**src/rtl/cam_mgr_pkg.sv**
```systemverilog
// Shared types for the CAM table manager: request op codes, response status
// codes and the control FSM state encoding.
package cam_mgr_pkg;

  typedef enum logic [1:0] {
    OP_INSERT = 2'd0,
    OP_DELETE = 2'd1,
    OP_LOOKUP = 2'd2,
    OP_RSVD   = 2'd3
  } op_e;

  typedef enum logic [1:0] {
    ST_OK       = 2'd0,
    ST_EXISTS   = 2'd1,
    ST_NOTFOUND = 2'd2,
    ST_FULL     = 2'd3
  } status_e;

  typedef enum logic [2:0] {
    S_IDLE      = 3'd0,
    S_LOOKUP    = 3'd1,
    S_DECIDE    = 3'd2,
    S_WRITE     = 3'd3,
    S_WAIT_BUSY = 3'd4,
    S_RESP      = 3'd5
  } state_e;

endpackage

```
**src/rtl/cam_free_alloc.sv**
```systemverilog
// Free-slot tracker: bitmap of unused CAM addresses, lowest-free priority
// encoder and a running free-slot count kept in step with the bitmap.
module cam_free_alloc #(
  parameter int ADDR_WIDTH = 5
) (
  input  logic                  clk,
  input  logic                  rst,
  input  logic                  alloc_i,
  input  logic                  release_i,
  input  logic [ADDR_WIDTH-1:0] addr_i,
  output logic [ADDR_WIDTH-1:0] alloc_addr_o,
  output logic [ADDR_WIDTH:0]   free_count_o
);

  localparam int DEPTH = 1 << ADDR_WIDTH;
  localparam logic [ADDR_WIDTH:0] FULL_COUNT = (ADDR_WIDTH + 1)'(DEPTH);
  localparam logic [ADDR_WIDTH:0] ONE        = (ADDR_WIDTH + 1)'(1);

  logic [DEPTH-1:0]    map_q, map_d;
  logic [ADDR_WIDTH:0] count_q, count_d;

  genvar gi;
  generate
    for (gi = 0; gi < DEPTH; gi++) begin : g_slot
      localparam logic [ADDR_WIDTH-1:0] SLOT = ADDR_WIDTH'(gi);
      assign map_d[gi] = (release_i && addr_i == SLOT) ? 1'b1 :
                         (alloc_i   && addr_i == SLOT) ? 1'b0 : map_q[gi];
    end
  endgenerate

  // Alloc and release are never asserted together, so a +/-1 keeps the
  // count equal to the popcount of the bitmap.
  always_comb begin
    count_d = count_q;
    if (alloc_i) begin
      count_d = count_q - ONE;
    end else if (release_i) begin
      count_d = count_q + ONE;
    end
  end

  always_comb begin
    logic found;
    found        = 1'b0;
    alloc_addr_o = '0;
    for (int i = 0; i < DEPTH; i++) begin
      if (map_q[i] && !found) begin
        alloc_addr_o = ADDR_WIDTH'(i);
        found        = 1'b1;
      end
    end
  end

  always_ff @(posedge clk) begin
    if (rst) begin
      map_q   <= '1;
      count_q <= FULL_COUNT;
    end else begin
      map_q   <= map_d;
      count_q <= count_d;
    end
  end

  assign free_count_o = count_q;

endmodule

```
**src/rtl/cam_table_mgr.sv**
```systemverilog
// Single-requester table manager in front of the SRL CAM: serialises
// insert/delete/lookup, owns the CAM write and compare ports, allocates slots.
module cam_table_mgr
  import cam_mgr_pkg::*;
#(
  parameter int DATA_WIDTH  = 64,
  parameter int ADDR_WIDTH  = 5,
  parameter int CMP_LATENCY = 1
) (
  input  logic                  clk,
  input  logic                  rst,
  input  logic                  req_valid,
  output logic                  req_ready,
  input  logic [1:0]            req_op,
  input  logic [DATA_WIDTH-1:0] req_key,
  output logic                  resp_valid,
  output logic [1:0]            resp_status,
  output logic [ADDR_WIDTH-1:0] resp_addr,
  output logic [ADDR_WIDTH:0]   free_count,
  output logic [ADDR_WIDTH-1:0] cam_write_addr,
  output logic [DATA_WIDTH-1:0] cam_write_data,
  output logic                  cam_write_delete,
  output logic                  cam_write_enable,
  input  logic                  cam_write_busy,
  output logic [DATA_WIDTH-1:0] cam_compare_data,
  input  logic                  cam_match,
  input  logic [ADDR_WIDTH-1:0] cam_match_addr
);

  state_e                state_q, state_d;
  op_e                   op_q, op_d;
  status_e               status_q, status_d;
  logic [DATA_WIDTH-1:0] key_q, key_d;
  logic [2:0]            cnt_q, cnt_d;
  logic                  match_q, match_d;
  logic [ADDR_WIDTH-1:0] match_addr_q, match_addr_d;
  logic [ADDR_WIDTH-1:0] addr_q, addr_d;
  logic                  guard_q, guard_d;
  logic                  ready_c;
  logic                  alloc_c, release_c;
  logic [ADDR_WIDTH-1:0] alloc_addr;

  assign alloc_c   = (state_q == S_WRITE) && (op_q == OP_INSERT);
  assign release_c = (state_q == S_WRITE) && (op_q == OP_DELETE);

  cam_free_alloc #(.ADDR_WIDTH(ADDR_WIDTH)) u_free_alloc (
    .clk          (clk),
    .rst          (rst),
    .alloc_i      (alloc_c),
    .release_i    (release_c),
    .addr_i       (addr_q),
    .alloc_addr_o (alloc_addr),
    .free_count_o (free_count)
  );

  always_comb begin
    state_d      = state_q;
    op_d         = op_q;
    status_d     = status_q;
    key_d        = key_q;
    cnt_d        = cnt_q;
    match_d      = match_q;
    match_addr_d = match_addr_q;
    addr_d       = addr_q;
    guard_d      = guard_q;
    ready_c      = 1'b0;
    case (state_q)
      S_IDLE: begin
        ready_c = !cam_write_busy;
        if (req_valid && ready_c) begin
          op_d    = op_e'(req_op);
          key_d   = req_key;
          cnt_d   = 3'(CMP_LATENCY);
          state_d = S_LOOKUP;
        end
      end
      // The counter starts at CMP_LATENCY while compare data first appears,
      // so sampling at zero lands on the cycle the CAM result is valid.
      S_LOOKUP: begin
        if (cnt_q == 3'd0) begin
          match_d      = cam_match;
          match_addr_d = cam_match_addr;
          state_d      = S_DECIDE;
        end else begin
          cnt_d = cnt_q - 3'd1;
        end
      end
      S_DECIDE: begin
        status_d = ST_OK;
        addr_d   = '0;
        state_d  = S_RESP;
        case (op_q)
          OP_INSERT: begin
            if (match_q) begin
              status_d = ST_EXISTS;
              addr_d   = match_addr_q;
            end else if (free_count == '0) begin
              status_d = ST_FULL;
            end else begin
              addr_d  = alloc_addr;
              state_d = S_WRITE;
            end
          end
          OP_DELETE: begin
            if (match_q) begin
              addr_d  = match_addr_q;
              state_d = S_WRITE;
            end else begin
              status_d = ST_NOTFOUND;
            end
          end
          default: begin
            status_d = match_q ? ST_OK : ST_NOTFOUND;
            addr_d   = match_q ? match_addr_q : '0;
          end
        endcase
      end
      S_WRITE: begin
        guard_d = 1'b1;
        state_d = S_WAIT_BUSY;
      end
      // Busy may not rise until the cycle after the write pulse; skip that one.
      S_WAIT_BUSY: begin
        if (guard_q) begin
          guard_d = 1'b0;
        end else if (!cam_write_busy) begin
          status_d = ST_OK;
          state_d  = S_RESP;
        end
      end
      S_RESP: begin
        state_d = S_IDLE;
      end
      default: begin
        state_d = S_IDLE;
      end
    endcase
  end

  always_ff @(posedge clk) begin
    if (rst) begin
      state_q      <= S_IDLE;
      op_q         <= OP_INSERT;
      status_q     <= ST_OK;
      key_q        <= '0;
      cnt_q        <= '0;
      match_q      <= 1'b0;
      match_addr_q <= '0;
      addr_q       <= '0;
      guard_q      <= 1'b0;
    end else begin
      state_q      <= state_d;
      op_q         <= op_d;
      status_q     <= status_d;
      key_q        <= key_d;
      cnt_q        <= cnt_d;
      match_q      <= match_d;
      match_addr_q <= match_addr_d;
      addr_q       <= addr_d;
      guard_q      <= guard_d;
    end
  end

  assign req_ready        = ready_c && !rst;
  assign resp_valid       = (state_q == S_RESP) && !rst;
  assign resp_status      = resp_valid ? status_q : ST_OK;
  assign resp_addr        = resp_valid ? addr_q : '0;
  assign cam_write_enable = (state_q == S_WRITE) && !rst;
  assign cam_write_addr   = cam_write_enable ? addr_q : '0;
  assign cam_write_data   = cam_write_enable ? key_q : '0;
  assign cam_write_delete = cam_write_enable && (op_q == OP_DELETE);
  assign cam_compare_data = ((state_q != S_IDLE) && !rst) ? key_q : '0;

endmodule

```
**config.mk**
```make
export PLATFORM = sky130hd
export DESIGN_NAME = cam_table_mgr
export DESIGN_NICKNAME = d
export VERILOG_FILES = /design/src/rtl/cam_mgr_pkg.sv /design/src/rtl/cam_free_alloc.sv /design/src/rtl/cam_table_mgr.sv
export SDC_FILE = /design/constraint.sdc
export NUM_CORES = 1
export LEC_CHECK = 0
export BUFFER_PORTS_ARGS = -buffer_cell sky130_fd_sc_hd__buf_2
export CORE_ASPECT_RATIO = 0.8
export CORE_MARGIN = 4
export CORE_UTILIZATION = 25
export DETAILED_ROUTE_END_ITERATION = 8
export GPL_ROUTABILITY_DRIVEN = 0
export PLACE_DENSITY_LB_ADDON = 0.3
export SYNTH_ARGS = -nofsm -noshare
export SYNTH_HDL_FRONTEND = slang
export SYNTH_SLANG_ARGS = --single-unit
```
**constraint.sdc**
```tcl
create_clock -name clk -period 3.4 [get_ports clk]
set_input_delay 0.34 -clock clk [delete_from_list [all_inputs] [get_ports clk]]
set_output_delay 0.34 -clock clk [all_outputs]
set_load 0.005 [all_outputs]
```
Yosys cells after proc, flatten, opt, wreduce, memory -nomap -nowiden
Index checks and enable logic that the tools add are counted.
{"block": "classes", "n_addsub": 3, "n_mul": 0, "div": 0, "magnitude_cmp": 0, "eq_ne": 42, "shift": 0, "muxes": 93, "n_bitwise": 0, "reduce_logical": 183}
{"op": "two-way mux 64 bit", "count": 2}
{"op": "two-way mux 5 bit", "count": 22}
{"op": "logical AND 1 bit", "count": 103}
{"op": "equality test 5 bit, second input constant", "count": 16}
{"op": "OR reduction 2 bit", "count": 32}
{"op": "equality test 5 x 4 -> 1 bit, second input constant", "count": 8}
{"op": "two-way mux 3 bit", "count": 12}
{"op": "logical NOT 1 bit", "count": 33}
{"op": "two-way mux 1 bit", "count": 33}
{"op": "two-way mux 4 bit", "count": 8}
{"op": "equality test 5 x 3 -> 1 bit, second input constant", "count": 4}
{"op": "two-way mux 2 bit", "count": 9}
{"op": "one-hot mux 3 bit (5 select lines)", "count": 1}
{"op": "two-way mux 6 bit", "count": 2}
{"op": "one-hot mux 3 bit (2 select lines)", "count": 2}
{"op": "equality test 5 x 2 -> 1 bit, second input constant", "count": 2}
{"op": "!= test 2 bit, second input constant", "count": 5}
{"op": "nonzero test 2 bit", "count": 4}
{"op": "adder 6 x 1 -> 6 bit, second input constant", "count": 1}
{"op": "equality test 3 x 2 -> 1 bit, second input constant", "count": 2}
{"op": "equality test 3 bit, second input constant", "count": 2}
{"op": "logical NOT 3 bit", "count": 2}
{"op": "logical NOT 6 bit", "count": 1}
{"op": "AND reduction 3 bit", "count": 2}
{"op": "other kinds (12)", "count": 13}
{"block": "totals", "ff_bits": 124, "latch_bits": 0, "ramBits": 0, "mem_bits_ro": 0, "in_bits": 76, "output_inout_bits": 150, "word_cells": 363, "memories": 0}

Logic depth before layout (Yosys ltp)
{"block": "depth", "ltp_word": 97, "depth_mapped": 10, "ltp_nobuf": 9}

Hierarchy
From an unflattened synthesis, not the netlist that was laid out.
{"block": "unflattened", "hier_cells": 809, "hier_area_um2": 6307.3}
{"mod": "cam_table_mgr", "instances": 1, "cells_per_inst": 566, "area_per_inst_um2": 4252.8, "seq_area_each_um2": 1721.7}
{"mod": "cam_free_alloc", "instances": 1, "cells_per_inst": 243, "area_per_inst_um2": 2054.5, "seq_area_each_um2": 760.7}

Worst setup path after synthesis
OpenSTA, ideal clock, no wires.
{"block": "synth_timing", "path_type": "register to register", "start": "register op_q[0]", "end": "register u_free_alloc.count_q[5], in the netlist u_free_alloc.free_count_o[5]", "setup_ns": 0.072, "arrival_ns": 1.983, "t_required_ns": 3.328, "setup_slack_ns": 1.345, "path_stages_with_launch": 10, "period_less_slack_ns": 2.055, "path_cell_list": "dfxtp_1 > nor2_1 > nand4_1 > inv_1 > ha_1 > a211oi_1 > o21bai_1 > a21oi_1 > mux2i_1 > mux2i_1"}
{"block": "synth_between", "elab_chain_len": 3}
{"element": "start, declared", "line": "cam_table_mgr.sv:31", "text": "op_e op_q, op_d;"}
{"element": "start signal, assigned", "line": "cam_table_mgr.sv:153", "text": "op_q <= op_d;"}
{"element": "equality test 2 x 1 -> 1 bit / logical NOT 2 bit (equally long branches)", "line": "cam_table_mgr.sv:44, cam_table_mgr.sv:43"}
{"element": "logical AND 1 bit, on equally long branches", "line": "cam_table_mgr.sv:44, cam_table_mgr.sv:43"}
{"element": "nonzero test 2 bit (no line) / two-way mux 6 bit (equally long branches)"}
{"element": "end signal, assigned", "line": "cam_free_alloc.sv:60", "text": "count_q <= count_d;"}
{"element": "end, declared", "line": "cam_free_alloc.sv:20", "text": "logic [ADDR_WIDTH:0] count_q, count_d;"}
Parallel ways exist; a longest one is shown, timed or not.
A chain may end at the register's enable or synchronous reset.

Final worst setup path
{"block": "layout_timing", "start": "register state_q[0]", "end": "output port resp_addr[1]"}
{"block": "layout_between", "elab_chain_len": 3}
{"element": "start, declared", "line": "cam_table_mgr.sv:30", "text": "state_e state_q, state_d;"}
{"element": "start signal, assigned", "line": "cam_table_mgr.sv:152", "text": "state_q <= state_d;"}
{"element": "equality test 3 bit", "line": "cam_table_mgr.sv:165", "text": "assign resp_valid = (state_q == S_RESP) && !rst;"}
{"element": "logical AND 1 bit", "line": "cam_table_mgr.sv:165"}
{"element": "two-way mux 5 bit", "line": "cam_table_mgr.sv:167", "text": "assign resp_addr = resp_valid ? addr_q : '0;"}
{"element": "end, declared", "line": "cam_table_mgr.sv:18", "text": "output logic [ADDR_WIDTH-1:0] resp_addr,"}
Every way passes these cells.

==> results.sh <==
export IMPL_relSlewSlack_pct=40.85
export IMPL_status="complete, no violations"
export IMPL_drc=0
export IMPL_syn_cell_area_um2=6435
export IMPL_die_y_um=151.5
export IMPL_max_vdd_ir_drop_uv=319.5
export IMPL_tns_ns=0
export IMPL_cts_resized=0
export IMPL_mostFrequentLayoutCells="buf_2, nand2_1, and2_1"
export IMPL_grt_max_degree=68
export IMPL_final_common_cell="buf_2"
export IMPL_coreArea_um2=25310
export IMPL_synth_edff_count=0
export IMPL_startpoint="state_q[0]$_SDFFE_PP0P_"
export IMPL_die_x_um=187.4
export IMPL_cp_data_arrival_time_ns=2.26
export IMPL_grt_use_total_pct=14.67
export IMPL_crit_family="simple AND/OR/NAND/NOR gates"
export IMPL_ios=226
export IMPL_cap_violations=0
export IMPL_worstHoldStart="cam_match"
export IMPL_wire_per_inst_um=15.60
export IMPL_hold_viol_final=0
export IMPL_startpoint_type="flop"
export IMPL_grt_pass1_vias=6066
export IMPL_numPortBuffers=225
export IMPL_crit_cells=4
export IMPL_finClkSkew_ns=0.01354
export IMPL_path_class="flop to primary output"
export IMPL_clockBufferDepth=2
export IMPL_numCtsBuffers=17
export IMPL_syn2layout_area_growth_pct=30.74
export IMPL_insertion_delay_ns=0.41
export IMPL_max_stage_delay_ns=0.70
export IMPL_wl_um=22040
export IMPL_nNetsFinal=1159
export IMPL_cts_sinks=124
export IMPL_syn_area_per_cell_um2=7.354
export IMPL_n_fill_cell=2717
export IMPL_cp_cell_sequence="nand2b_1, nor3_1, and2_1, buf_2"
export IMPL_fp_row_count=52
export IMPL_ant_nets=0
export IMPL_ys_warn_count=0
export IMPL_htreeDepth=4
export IMPL_syn_inst=875
export IMPL_regToRegStartpoint="op_q[0]$_SDFFE_PP0P_"
export IMPL_synth_distinct_cells=55
export IMPL_drt_first_iter_violations=374
export IMPL_critPathRequiredTime_ns=3.06
export IMPL_final_max_slew_viol_count=0
export IMPL_setup_viol=0
export IMPL_fmax_mhz=385.3
export IMPL_min_path_cells=3
export IMPL_grt_pass1_wl_um=33870
export IMPL_power_leakage_uw=0.003693
export IMPL_async_reset_ff_share_pct=0
export IMPL_synth_flop_cell="dfxtp_1"
export IMPL_dieArea_um2=28390
export IMPL_syn_num_nets=958
export IMPL_ys_seq_elements=124
export IMPL_grt_ovfl_total=0
export IMPL_via_per_inst=4.696
export IMPL_fin_crit_ns=2.596
export IMPL_start_util_pct=25.43
export IMPL_worst_r2r_path_depth=9
export IMPL_holdBufCountCts=0
export IMPL_critPathBufInv=1
export IMPL_slowest_stage="nor3_1"
export IMPL_drt_pass1_iter_count=5
export IMPL_antenna_found_initial=0
export IMPL_final_util_pct=33.24
export IMPL_clk_pin_slew_ns=0.06
export IMPL_crit_fanout=13
export IMPL_yosysSeqAreaShare_pct=38.58
export IMPL_fin_crit_sh_pct=76.34
export IMPL_cts_tree="yes"
export IMPL_cts_setup_buffers=0
export IMPL_rsz0062_at_grt="false"
export IMPL_ctsRootBufferMaster="clkbuf_16"
export IMPL_drive_gt1_share_pct=25.64
export IMPL_dp_hpwl_um=16110
export IMPL_power_per_cell_area_nw_per_um2=431.2
export IMPL_worstSetupEndpointType="primary output"
export IMPL_vias=6636
export IMPL_hold_class="primary input to flop"
export IMPL_worst_pin_slew_ns=0.8863
-- worst reg2reg max path, delay by kind of cell, from the launching register on --
family / cells / cell delay, ns
AND/OR/NAND/NOR: 2 / 0.44
multiplexers: 2 / 0.45
buffers and inverters: 1 / 0.23
flip-flops: 1 / 0.36
adder cells (fa/ha/maj): 1 / 0.28
AO/OA/AOI/OAI: 3 / 0.55
-- power breakdown --
part           switching, µW  total (µW)  internal [µW]  leakage [µW]
Combinational            218         369            151       0.00242
Clock                    681        1680            995      0.000262
Sequential              65.2        1580           1520       0.00101
Total                    964        3630           2660       0.00369
-- Yosys cell counts (4+ instances only) --
cell	count	share of area [%]
nand3_1	11	0.86
o31ai_1	5	0.58
mux2i_1	10	1.6
nor2b_1	12	1.2
or4_1	5	0.58
ha_1	6	1.2
dfxtp_1	124	39
nand2b_1	13	1.3
buf_2	9	0.70
nor4_1	11	1.1
nor2_1	44	2.6
o211ai_1	5	0.58
buf_4	5	0.58
clkbuf_1	38	2.2
a21oi_1	111	8.6
nand2_1	188	11
a211oi_1	8	0.93
o21ai_0	45	3.5
and2_1	141	14
buf_1	4	0.23
nor3_1	20	1.6
inv_1	10	0.58
-- layer usage --
layer	wire length [µm]	vias up	global-route usage (%)	share of wire, %
li1	-	3339	-	-
met1	10710	3080	21.83	49
met2	9828	208	22.15	45
met3	1373	9	2.703	6.2
met4	130	0	3.155	0.59
met5	0	-	0	0
-- final timing paths --
path | to | slack [ns]
max | resp_addr[1] | 0.80
min | match_q$_SDFFE_PP0P_ | 0.16
max reg2reg | u_free_alloc.free_count_o[5]$_SDFFE_PP1P_ | 1.03
min reg2reg | key_q[15]$_SDFFE_PP0P_ | 0.46
-- registers in the layout, summed over array words and instances, names as in the netlist --
signal / count
match_q: 1
guard_q: 1
u_free_alloc.free_count_o: 6
match_addr_q: 5
op_q: 2
key_q: 64
u_free_alloc.map_q: 32
state_q: 3
status_q: 2
cnt_q: 3
addr_q: 5
-- metrics by stage --
step | hold slack, ns | cells | area (µm²) | power, µW | setup WS, ns
floorplan | 0.4401 | 875 | 6435 | 1830 | 1.345
global placement | 0.4493 | 1381 | 7876 | 1982 | 1.077
detailed placement | 0.4535 | 1381 | 7876 | 1988 | 1.052
CTS | 0.1475 | 1412 | 8411 | 3675 | 0.8508
global route | 0.1614 | 1412 | 8411 | 3799 | 0.5917
finish | 0.1591 | 1413 | 8413 | 3627 | 0.8043
-- cell families (layout without fill, tap and decap cells) --
logic type                 count (synthesis)  after routing  synth area share (%)
DFF                                      124            124                 38.58
xor gates and xnor gates                   4              4                0.5445
other                                      0              1                     0
and+or+nand+nor                          469            469                 36.75
buffers and inverters                     67            280                 4.394
AOI/OAI and AO/OA                        194            194                 16.70
muxes                                     10             10                 1.556
adders and majority gates                  7              7                 1.478
-- cell type report --
type                            instances  area [µm²]  area share [%]
Sequential cell                       124        2482           29.51
Clock inverter                         12       101.3           1.205
Antenna cell                            1       2.502         0.02974
Timing Repair Buffer                  239        1259           14.96
Clock buffer                           19       432.9           5.146
Multi-Input combinational cell        684        3692           43.89
Inverter                               10       37.54          0.4462
Tap cell                              324       405.4           4.819
No activity file was read; power rests on OpenSTA's default activity.
